===== src/rtl/div_seq.sv =====
// Sequential restoring divider: one quotient bit per clock.
// Shares the init/done handshake of the shift-add multiplier.
module div_seq #(
  parameter int WIDTH = 8
) (
  input  logic             clk,
  input  logic             rst,
  input  logic             init,
  input  logic [WIDTH-1:0] A,
  input  logic [WIDTH-1:0] B,
  output logic [WIDTH-1:0] Q,
  output logic [WIDTH-1:0] R,
  output logic             busy,
  output logic             done,
  output logic             dz
);

  localparam int CW = $clog2(WIDTH + 1);

  typedef enum logic [1:0] {
    IDLE = 2'd0,
    CALC = 2'd1,
    DONE = 2'd2
  } state_t;

  state_t state;
  state_t state_nx;

  logic [WIDTH-1:0] q_r;
  logic [WIDTH-1:0] r_r;
  logic [WIDTH-1:0] d_r;
  logic [CW-1:0]    cnt;
  logic             dz_r;

  logic             start;
  logic             last;
  logic [WIDTH:0]   trial;
  logic             borrow;

  // Load only from IDLE; the final iteration is the one with cnt at 1.
  assign start = (state == IDLE) && init;
  assign last  = (state == CALC) && (cnt == CW'(1));

  // Trial subtraction of the divisor from the shifted partial remainder.
  // The partial remainder stays below the divisor, so bit WIDTH is the borrow.
  assign trial  = {r_r, q_r[WIDTH-1]} - {1'b0, d_r};
  assign borrow = trial[WIDTH];

  // State register.
  always_ff @(posedge clk or negedge rst) begin
    if (!rst) begin
      state <= IDLE;
    end else begin
      state <= state_nx;
    end
  end

  // Next-state logic.
  always_comb begin
    state_nx = state;
    unique case (state)
      IDLE: if (init) state_nx = CALC;
      CALC: if (last) state_nx = DONE;
      DONE: state_nx = IDLE;
      default: state_nx = IDLE;
    endcase
  end

  // Handshake outputs decoded from the state.
  always_comb begin
    busy = 1'b0;
    done = 1'b0;
    unique case (state)
      IDLE: begin
        busy = 1'b0;
        done = 1'b0;
      end
      CALC: begin
        busy = 1'b1;
        done = 1'b0;
      end
      DONE: begin
        busy = 1'b1;
        done = 1'b1;
      end
      default: begin
        busy = 1'b0;
        done = 1'b0;
      end
    endcase
  end

  // Datapath: load operands, then shift-subtract once per CALC cycle.
  always_ff @(posedge clk or negedge rst) begin
    if (!rst) begin
      q_r <= '0;
      r_r <= '0;
      d_r <= '0;
      cnt <= '0;
    end else if (start) begin
      q_r <= A;
      r_r <= '0;
      d_r <= B;
      cnt <= CW'(WIDTH);
    end else if (state == CALC) begin
      cnt <= cnt - CW'(1);
      if (!borrow) begin
        r_r <= trial[WIDTH-1:0];
        q_r <= {q_r[WIDTH-2:0], 1'b1};
      end else begin
        r_r <= {r_r[WIDTH-2:0], q_r[WIDTH-1]};
        q_r <= {q_r[WIDTH-2:0], 1'b0};
      end
    end
  end

  // Divide-by-zero flag, held with its result until the next load.
  always_ff @(posedge clk or negedge rst) begin
    if (!rst) begin
      dz_r <= 1'b0;
    end else if (start) begin
      dz_r <= (B == '0);
    end
  end

  assign Q  = q_r;
  assign R  = r_r;
  assign dz = dz_r;

endmodule


===== config.mk =====
export PLATFORM = sky130hd
export DESIGN_NAME = div_seq
export DESIGN_NICKNAME = d
export VERILOG_FILES = /design/src/rtl/div_seq.sv
export SDC_FILE = /design/constraint.sdc
export NUM_CORES = 1
export LEC_CHECK = 0
export ABC_CLOCK_PERIOD_IN_PS = 4240
export CAP_MARGIN = 10
export CORE_ASPECT_RATIO = 0.6
export CORE_MARGIN = 2
export CORE_UTILIZATION = 43
export DETAILED_ROUTE_END_ITERATION = 12
export PLACE_DENSITY = 0.68
export SLEW_MARGIN = 20
export SYNTH_ARGS = -nofsm -noshare
export SYNTH_HDL_FRONTEND = slang
export SYNTH_SLANG_ARGS = --single-unit

===== constraint.sdc =====
create_clock -name clk -period 4.24 [get_ports clk]
set_input_delay 0.848 -clock clk [delete_from_list [all_inputs] [get_ports clk]]
set_output_delay 0.848 -clock clk [all_outputs]
set_load 0.03 [all_outputs]

==> metrics.txt <==
outcome completed; maximum number of pins on one net before global-route repair 37; Ys Warns 0; Max-slew headroom 62.8%; Post-CTS Resized 0; Initial Util 46.0%; Fin Clk Skew 0.00470 ns; largest family of logic cells by synthesized area compound AO/OA/AOI/OAI gates; vias in the first global route 1440; share of cells above drive strength 1 9.56%; CTS Buf Count 5; #FFs+latches synth 31; Die H 56.0 um; Post-Synth Adder-Cell Area 10.1%; cells after synthesis 212; Simple-Gate Fraction of Synth Area 16.3%; average cell area after synthesis 9.13 um2; CTS Root Buffer Type clkbuf_8; Finish-stage setup viols 0; DR iter-0 viols 144; Vias/cell 5.25; Slew Limit Fails 0; Final Net Count 284; setup tns final 0 ns; unrepaired setup endpoints after global routing no; clk buf depth 2; Routed WL per cell 14.9 um; commonest non-fill, non-tap cell in the layout clkdlybuf4s50_1; Post-Syn Nets 246; DP Area 0.00237 mm2; WS Path Type register to primary output; Min-Delay Path Class register to register; area leader, netlist dfrtp_1; post-DP HPWL 3.27 mm; gr ovfl total 0; Final period util 59.8%; number of port buffers 37; Lkg Pwr 1.06 nW; # diodes 0; Tightest Pin Transition 0.556 ns; final hold vios 0; DRC Markers 0; initial antenna violation count 0; post-synthesis sequential area ratio 40.1%; first-pass GRT wire length 7.45 mm; synthesis-to-layout area growth 26.7%; CTS tree yes; startpoint types register; largest cells by area after synthesis dfrtp_1 40%, ha_1 9.0%, nand2_1 5.4%, o21ai_1 4.9%, mux2i_1 4.7%; Post-DRT Antenna Nets 0; crit-path max FO 3; core area 0.00421 mm2; detailed-route via count 1633; VDD IR max 0.000327 V; pwr/cell area 968 mW/mm2; drt pass-1 iters 4; worst skew pair latency 0.29 ns; post-synth cell types 45; CTS clk-pin slew, worst paths 0.07 ns; required time worst endpoint 3.39 ns; post-synthesis mux area share 5.95%; Post-CTS Setup Bufs 0; GRT Overall Usage 19.2%; Yosys top cell area share 40.1%; row cnt 18; I/O Pins 38; die width 90.6 um; cts hold-fix bufs 0; die footprint 0.00507 mm2; H-Tree Depth 2; data arrival time of the critical path 1.69 ns; DRT Wirelength 4.65 mm; Mapped Area 0.00194 mm2; xor and xnor fraction of the mapped netlist area 3.17%; Tmin final 2.54 ns; MaxCap Viol Count 0; clk sink count 31; Compound-Gate Fraction of Synth Area 19.8%; commonest cells after routing, fill and taps aside 37 x clkdlybuf4s50_1, 31 x dfrtp_1, 28 x nand2_1, 19 x o21ai_1, 14 x ha_1; Peak Freq 0.394 GHz; crit end category primary output; Final Cell Area 0.00245 mm2; Final Wtd Congestion 0.823
-- kinds of logic (layout without fill, tap and decap cells) --
family	after synthesis	count (layout)
multiplexers	11	11
buffers and inverters	23	62
flip-flops	31	31
adder cells (fa/ha/maj)	15	15
XOR/XNOR	7	7
AND/OR/NAND/NOR	65	65
AO/OA/AOI/OAI	60	60
-- final timing paths --
kind,start,endpoint,slack (ns),cells past startpoint
min in group asynchronous,rst,R[7]$_DFFE_PN0P_,0.97,2
min reg2reg,dz$_DFFE_PN0P_,dz$_DFFE_PN0P_,0.49,2
min,dz$_DFFE_PN0P_,dz$_DFFE_PN0P_,0.49,2
max reg2reg,Q[7]$_DFFE_PN0P_,R[7]$_DFFE_PN0P_,1.72,9
max,state[1]$_DFFE_PN0P_,busy,1.70,3
max in group asynchronous,rst,Q[4]$_DFFE_PN0P_,2.98,2
-- cells in the mapped netlist (all sizes together) --
cell	number
dfrtp	31
o21ai	31
nand2	28
ha	14
inv	14
mux2i	10
nor2	9
nand3	8
a21oi	7
clkbuf	7
a211oi	5
xnor2	5
a31oi	4
nor2b	3
nor4	3
o21a	3
or3	3
a21o	2
and2	2
buf	2
nor3	2
o221ai	2
or2	2
xor2	2
a211o	1
a32o	1
and2b	1
fa	1
mux2	1
nand3b	1
nand4	1
nand4b	1
o2111ai	1
o22a	1
o31a	1
o31ai	1
or3b	1
-- stage by stage --
stage | hold WS (ns) | std cells | power, mW | worst slack [ns] | util [%]
5_1_grt | 0.540 | 311 | 2.56 | 1.57 | 58.2
4_1_cts | 0.502 | 311 | 2.37 | 1.69 | 58.2
2_1_floorplan | 0.450 | 212 | 1.70 | 1.73 | -
3_3_place_gp | 0.500 | 303 | 2.12 | 1.80 | 56.2
6_report | 0.492 | 311 | 2.37 | 1.70 | 58.2
3_5_place_dp | 0.479 | 303 | 2.12 | 1.76 | 56.2
-- power breakdown --
group	total [mW]	internal (mW)	switching, mW	leakage [nW]
clock	0.232	0.115	0.117	0.0412
sequential	0.549	0.434	0.115	0.385
combinational	1.59	0.671	0.922	0.632
-- per-layer routing --
metal	up-vias	share of wire [%]	GRT usage, %
met5	-	0	0
met4	0	1.8	7.91
met3	8	5.2	4.20
met2	50	36	23.1
met1	750	57	31.4
li1	825	-	-
-- layout make-up --
class | instances | area (um2)
Fill cell | 375 | 1760
Multi-Input combinational cell | 158 | 1070
Sequential cell | 31 | 776
Timing Repair Buffer | 40 | 393
Tap cell | 60 | 75.1
Clock buffer | 6 | 72.6
Inverter | 14 | 52.6
Clock inverter | 2 | 12.5
-- worst max-delay path, cell delays in order, from the launching register on --
cell and delay, ns:
dfrtp_1 0.37, inv_1 0.09, ha_1 0.28, clkdlybuf4s50_1 0.66
-- state kept, by name, indices dropped and copies added, names as in the netlist --
signal	count
cnt	4
state	2
Q	8
R	8
dz	1
d_r	8
Power figures use the tool's default switching activity.
==> patch 1 (config.mk and constraints unchanged) <==
Set the parameter `WIDTH` to 16 (it was 8).
--- a/src/rtl/div_seq.sv
+++ b/src/rtl/div_seq.sv
@@ -3,3 +3,3 @@
 module div_seq #(
-  parameter int WIDTH = 8
+  parameter int WIDTH = 16
 ) (
Ports: changed (resized A, B, Q and R); port bits go from 38 to 70. No check against the original RTL was run, so the function may have changed too.
==> patch 1 against the original RTL <==
- sequential share of layout area increased by 1.2 points
- design area increased by 74%
- area after synthesis increased by 73%
- sequential cell count increased by 25
- total power increased by 79%
- synthesized cell count increased by 70%
- critical path depth increased by 9
- routed wire length increased by 73%
- first-iteration DRC count increased by 53%
- utilization decreased by 0.42 points
- setup slack got worse by 480 ps
- maximum frequency decreased by 16%
- via count increased by 69%
- count of clock-buffer cells in the layout decreased by 1
- largest cell class unchanged
- largest power group unchanged
- highest routed layer unchanged
==> patch 1: results (changes against the original RTL) <==
{
  "setup.worst_path.start": "Q[15]",
  "worst_stage_delay_on_the_critical_path": {"value": 430, "unit": "ps", "change": "-230 ps"},
  "first_global_vias": {"value": 2675, "change": "+86%"},
  "r2r_startpoint": "Q[15]",
  "timing.reg2reg.worst_path_depth": {"value": 12, "change": "+3"},
  "crit_end": "R[0]",
  "power.leakage": {"value": 1.867, "unit": "nW", "change": "+76%"},
  "io_buffers": {"value": 69, "change": "+86%"},
  "route.vias.total": {"value": 2767, "change": "+69%"},
  "drtIter0Drc": {"value": 221, "change": "+53%"},
  "top_area_cells_in_the_synthesized_netlist": "sky130_fd_sc_hd__dfrtp_1 42%, sky130_fd_sc_hd__ha_1 8.2%, sky130_fd_sc_hd__mux2i_1 8.1%",
  "synth.net_count": {"value": 418, "change": "+70%"},
  "run_status": "completed",
  "cts_root_buf": "sky130_fd_sc_hd__clkbuf_16",
  "detailedPlacementHpwl": {"value": 5842, "unit": "µm", "change": "+79%"},
  "postPlaceCellArea": {"value": 0.004098, "unit": "mm²", "change": "+73%"},
  "grt_start_max_net_pins": {"value": 57, "change": "+54%"},
  "cpMaxStageDelayCell": "sky130_fd_sc_hd__fa_1",
  "max_slew_margin": {"value": 47.52, "unit": "%", "change": "-15 points"},
  "post_route_cells_drive_above_1_share": {"value": 5.938, "unit": "%", "change": "-3.6 points"},
  "grt_pass1_wl": {"value": 13460, "unit": "µm", "change": "+81%"},
  "detail_route.wl_per_cell": {"value": 15.29, "unit": "µm", "change": "+2.3%"},
  "yosys.cell_types.count": {"value": 46, "change": "+2.2%"},
  "ys_seq_area_share": {"value": 41.93, "unit": "%", "change": "+1.9 points"},
  "ys_flop_type": "sky130_fd_sc_hd__dfrtp_1",
  "r2r_slack": {"value": 1230, "unit": "ps", "change": "-490 ps"},
  "min_delay_path_depth": {"value": 2, "change": "unchanged"},
  "gp_congestion": {"value": 0.8680, "change": "+5.4%"},
  "arrival": {"value": 3230, "unit": "ps", "change": "+1540 ps"},
  "postSynth.asyncResetShare": {"value": 100.0, "unit": "%", "change": "unchanged"},
  "worst_case_clock_skew": {"value": 8.911, "unit": "ps", "change": "+4.214 ps"},
  "groute.usage.overall": {"value": 19.74, "unit": "%", "change": "+0.57 points"},
  "netlist_top_cells_count": "56 x sky130_fd_sc_hd__dfrtp_1, 51 x sky130_fd_sc_hd__o21ai_0, 49 x sky130_fd_sc_hd__nand2_1, 27 x sky130_fd_sc_hd__mux2i_1",
  "critical_path.max_fanout": {"value": 17, "change": "+14"},
  "ir_drop": {"value": 0.3292, "unit": "mV", "change": "+0.72%"}
}
## patch 1: worst max-delay path, delay by kind of cell (launching register included)
kind	cells	cell delay, ps
AO/OA/AOI/OAI	5	860
adder cells (fa/ha/maj)	2	610
buffers and inverters	3	490
flip-flops	1	390
multiplexers	1	330
XOR/XNOR	1	270
## patch 1: cells by family (layout without fill, tap and decap cells)
| kind of cell | Yosys count | after routing | synth area share, % |
|---|---|---|---|
| compound gates | 105 | 105 | 18.42 |
| simple gates | 82 | 82 | 11.01 |
| flops | 56 | 56 | 41.93 |
| buf+inv | 46 | 107 | 5.728 |
| mux | 29 | 29 | 8.873 |
| fa+ha+maj | 23 | 23 | 8.836 |
| xor+xnor | 19 | 19 | 5.204 |
## patch 1: report_power, final
part           internal [mW]  switching, mW  leakage, nW  total (mW)
sequential             0.784          0.194        0.697       0.978
combinational           1.18           1.60         1.09        2.78
clock                  0.281          0.202       0.0840       0.483
## patch 1: area by class of cell
class / instances / area [µm²]
Clock buffer: 5 / 125.1
Clock inverter: 3 / 47.55
Fill cell: 674 / 3117
Inverter: 26 / 97.59
Multi-Input combinational cell: 258 / 1753
Sequential cell: 56 / 1401
Tap cell: 104 / 130.1
Timing Repair Buffer: 73 / 715.7
## patch 1: metal layers
metal  part of all wire (%)  global-route usage [%]
met1                     53                   30.35
met2                     40                   27.97
met3                    5.9                   4.560
met4                   0.79                   4.819
met5                      0                       0
## patch 1: through the flow
stage	hold WS [ps]	total power, mW	setup slack, ps	cells
after global routing	508.5	4.588	995.2	525
after floorplan	449.7	3.027	1588	360
after CTS	491.8	4.250	1212	525
after global placement	467.9	3.683	1378	517
final	481.8	4.238	1227	525
after detailed placement	475.5	3.741	1260	517
## patch 1: worst min-delay path by stage
stage | from | to | slack [ps]
global route | d_r[0] | d_r[0] | 510
global placement | d_r[0] | d_r[0] | 470
floorplan | d_r[0] | d_r[0] | 450
CTS | dz | dz | 490
finish | dz | dz | 480
detailed placement | d_r[0] | d_r[0] | 480
==> patch 2 (same flow settings) <==
Without the edit above. Put a register stage on the output `done`. The value now appears one clock later. The other outputs are not delayed to match.
--- a/src/rtl/div_seq.sv
+++ b/src/rtl/div_seq.sv
@@ -24,2 +24,4 @@
   } state_t;
+
+  logic done_d;
 
@@ -71,3 +73,3 @@
     busy = 1'b0;
-    done = 1'b0;
+    done_d = 1'b0;
     unique case (state)
@@ -75,3 +77,3 @@
         busy = 1'b0;
-        done = 1'b0;
+        done_d = 1'b0;
       end
@@ -79,3 +81,3 @@
         busy = 1'b1;
-        done = 1'b0;
+        done_d = 1'b0;
       end
@@ -83,3 +85,3 @@
         busy = 1'b1;
-        done = 1'b1;
+        done_d = 1'b1;
       end
@@ -87,3 +89,3 @@
         busy = 1'b0;
-        done = 1'b0;
+        done_d = 1'b0;
       end
@@ -129,2 +131,6 @@
 
+  always_ff @(posedge clk) begin
+    done <= done_d;
+  end
+
 endmodule
Formal check against the unedited RTL: not equivalent (Yosys sat finds a counterexample within 10 cycles, from zero or initial values and one cycle with rst low).
==> patch 2 against the original RTL <==
- final cell count unchanged
- setup slack better by 1.0 ps
- area after synthesis rose by 1.0%
- routed wire length shrank 6.1%
- sequential cell count increased by 1
- design area up 0.51%
- count of clock-buffer cells in the layout is the same
- total power shrank 0.78%
==> patch 2: results (changes against the original RTL) <==
{
  "post_route_cells_drive_above_1_share": {"value": 9.163, "unit": "%", "change": "-0.40 points"},
  "grt_pass1_wl": {"value": 7203, "unit": "µm", "change": "-3.3%"},
  "postPlaceCellArea": {"value": 0.002387, "unit": "mm²", "change": "+0.85%"},
  "first_global_vias": {"value": 1491, "change": "+3.5%"},
  "detailedPlacementHpwl": {"value": 3166, "unit": "µm", "change": "-3.2%"},
  "drtIter0Drc": {"value": 78, "change": "-46%"},
  "wl": {"value": 4367, "unit": "µm", "change": "-6.1%"},
  "num_antenna_cells": {"value": 0, "change": "unchanged"},
  "synth.net_count": {"value": 247, "change": "+0.41%"},
  "route.vias.total": {"value": 1666, "change": "+2.0%"},
  "postSynthCellCount": {"value": 213, "change": "+0.47%"},
  "postSynth.asyncResetShare": {"value": 96.88, "unit": "%", "change": "-3.1 points"},
  "synth-edff-count": {"value": 0, "change": "unchanged"},
  "ir_drop": {"value": 0.3028, "unit": "mV", "change": "-7.4%"},
  "ys_seq_area_share": {"value": 40.69, "unit": "%", "change": "+0.61 points"},
  "max_slew_margin": {"value": 65.10, "unit": "%", "change": "+2.3 points"},
  "top_area_cells_in_the_synthesized_netlist": "sky130_fd_sc_hd__dfrtp_1 40%, sky130_fd_sc_hd__ha_1 9.0%, sky130_fd_sc_hd__nand2_1 5.4%",
  "place_inst": {"value": 304, "change": "+0.33%"},
  "r2r_slack": {"value": 1760, "unit": "ps", "change": "+40 ps"},
  "gp_congestion": {"value": 0.8024, "change": "-2.5%"},
  "worst_case_clock_skew": {"value": 2.680, "unit": "ps", "change": "-2.017 ps"},
  "power.leakage": {"value": 1.066, "unit": "nW", "change": "+0.75%"},
  "run_status": "completed",
  "groute.usage.overall": {"value": 18.00, "unit": "%", "change": "-1.2 points"},
  "yosys.cell_types.count": {"value": 46, "change": "+2.2%"},
  "finish.net_count": {"value": 285, "change": "+0.35%"},
  "detail_route.wl_per_cell": {"value": 14.04, "unit": "µm", "change": "-6.1%"}
}
==> patch 2: cells by family (layout without fill, tap and decap cells) <==
group,after synthesis,count (layout),synth area share [%]
and+or+nand+nor,65,65,16.12
AOI/OAI and AO/OA,60,60,19.64
DFF,32,32,40.69
buffers and inverters,23,61,4.543
adders and majority gates,15,15,9.981
muxes,11,11,5.886
xor gates and xnor gates,7,7,3.135
==> patch 2: final cells by class <==
| cell class | count | area, µm² | area share (%) |
|---|---|---|---|
| inverter | 14 | 52.55 | 2.132 |
| multi-input combinational | 158 | 1071 | 43.45 |
| tap | 60 | 75.07 | 3.046 |
| clock buffer | 6 | 72.57 | 2.944 |
| timing repair buffer | 40 | 392.9 | 15.94 |
| clock inverter | 1 | 5.005 | 0.2030 |
| sequential | 32 | 795.8 | 32.28 |
==> patch 2: worst register-to-register path: stages, from the launching register on <==
cell and delay (ps):
sky130_fd_sc_hd__dfrtp_1 400, sky130_fd_sc_hd__inv_1 60, sky130_fd_sc_hd__ha_1 150, sky130_fd_sc_hd__inv_1 50, sky130_fd_sc_hd__fa_1 400, sky130_fd_sc_hd__a21o_1 210, sky130_fd_sc_hd__a32o_2 310, sky130_fd_sc_hd__o31a_2 370
sky130_fd_sc_hd__mux2i_1 130, sky130_fd_sc_hd__a211o_1 290
==> patch 2: worst max-delay path by stage <==
stage               depth (start not counted)   end     start  slack [ps]
finish                                      3  busy  state[1]        1700
global route                                9  R[0]      Q[7]        1620
CTS                                         3  busy  state[1]        1680
detailed placement                          9  R[7]      Q[7]        1770
global placement                            9  R[7]      Q[7]        1800
floorplan                                   9  R[7]      Q[7]        1730
==> patch 2: metrics by stage <==
step                total power, mW  util (%)  hold slack (ps)
floorplan                     1.708         -            449.7
global placement              2.105     56.38            472.8
detailed placement            2.135     56.38            484.1
CTS                           2.365     58.22            500.3
global route                  2.551     58.22            548.0
finish                        2.355     58.22            497.4
==> patch 2: metal layers <==
layer | global-route usage [%] | wire (µm)
met2 | 24.97 | 1813
met4 | 6.494 | 47
met1 | 26.42 | 2287
met5 | 0 | 0
met3 | 5.149 | 219
==> patch 2: power breakdown <==
part / leakage, nW / internal, mW / total, mW / switching, mW
registers: 0.393 / 0.445 / 0.557 / 0.112
logic: 0.632 / 0.669 / 1.58 / 0.910
clock network: 0.0410 / 0.111 / 0.219 / 0.107
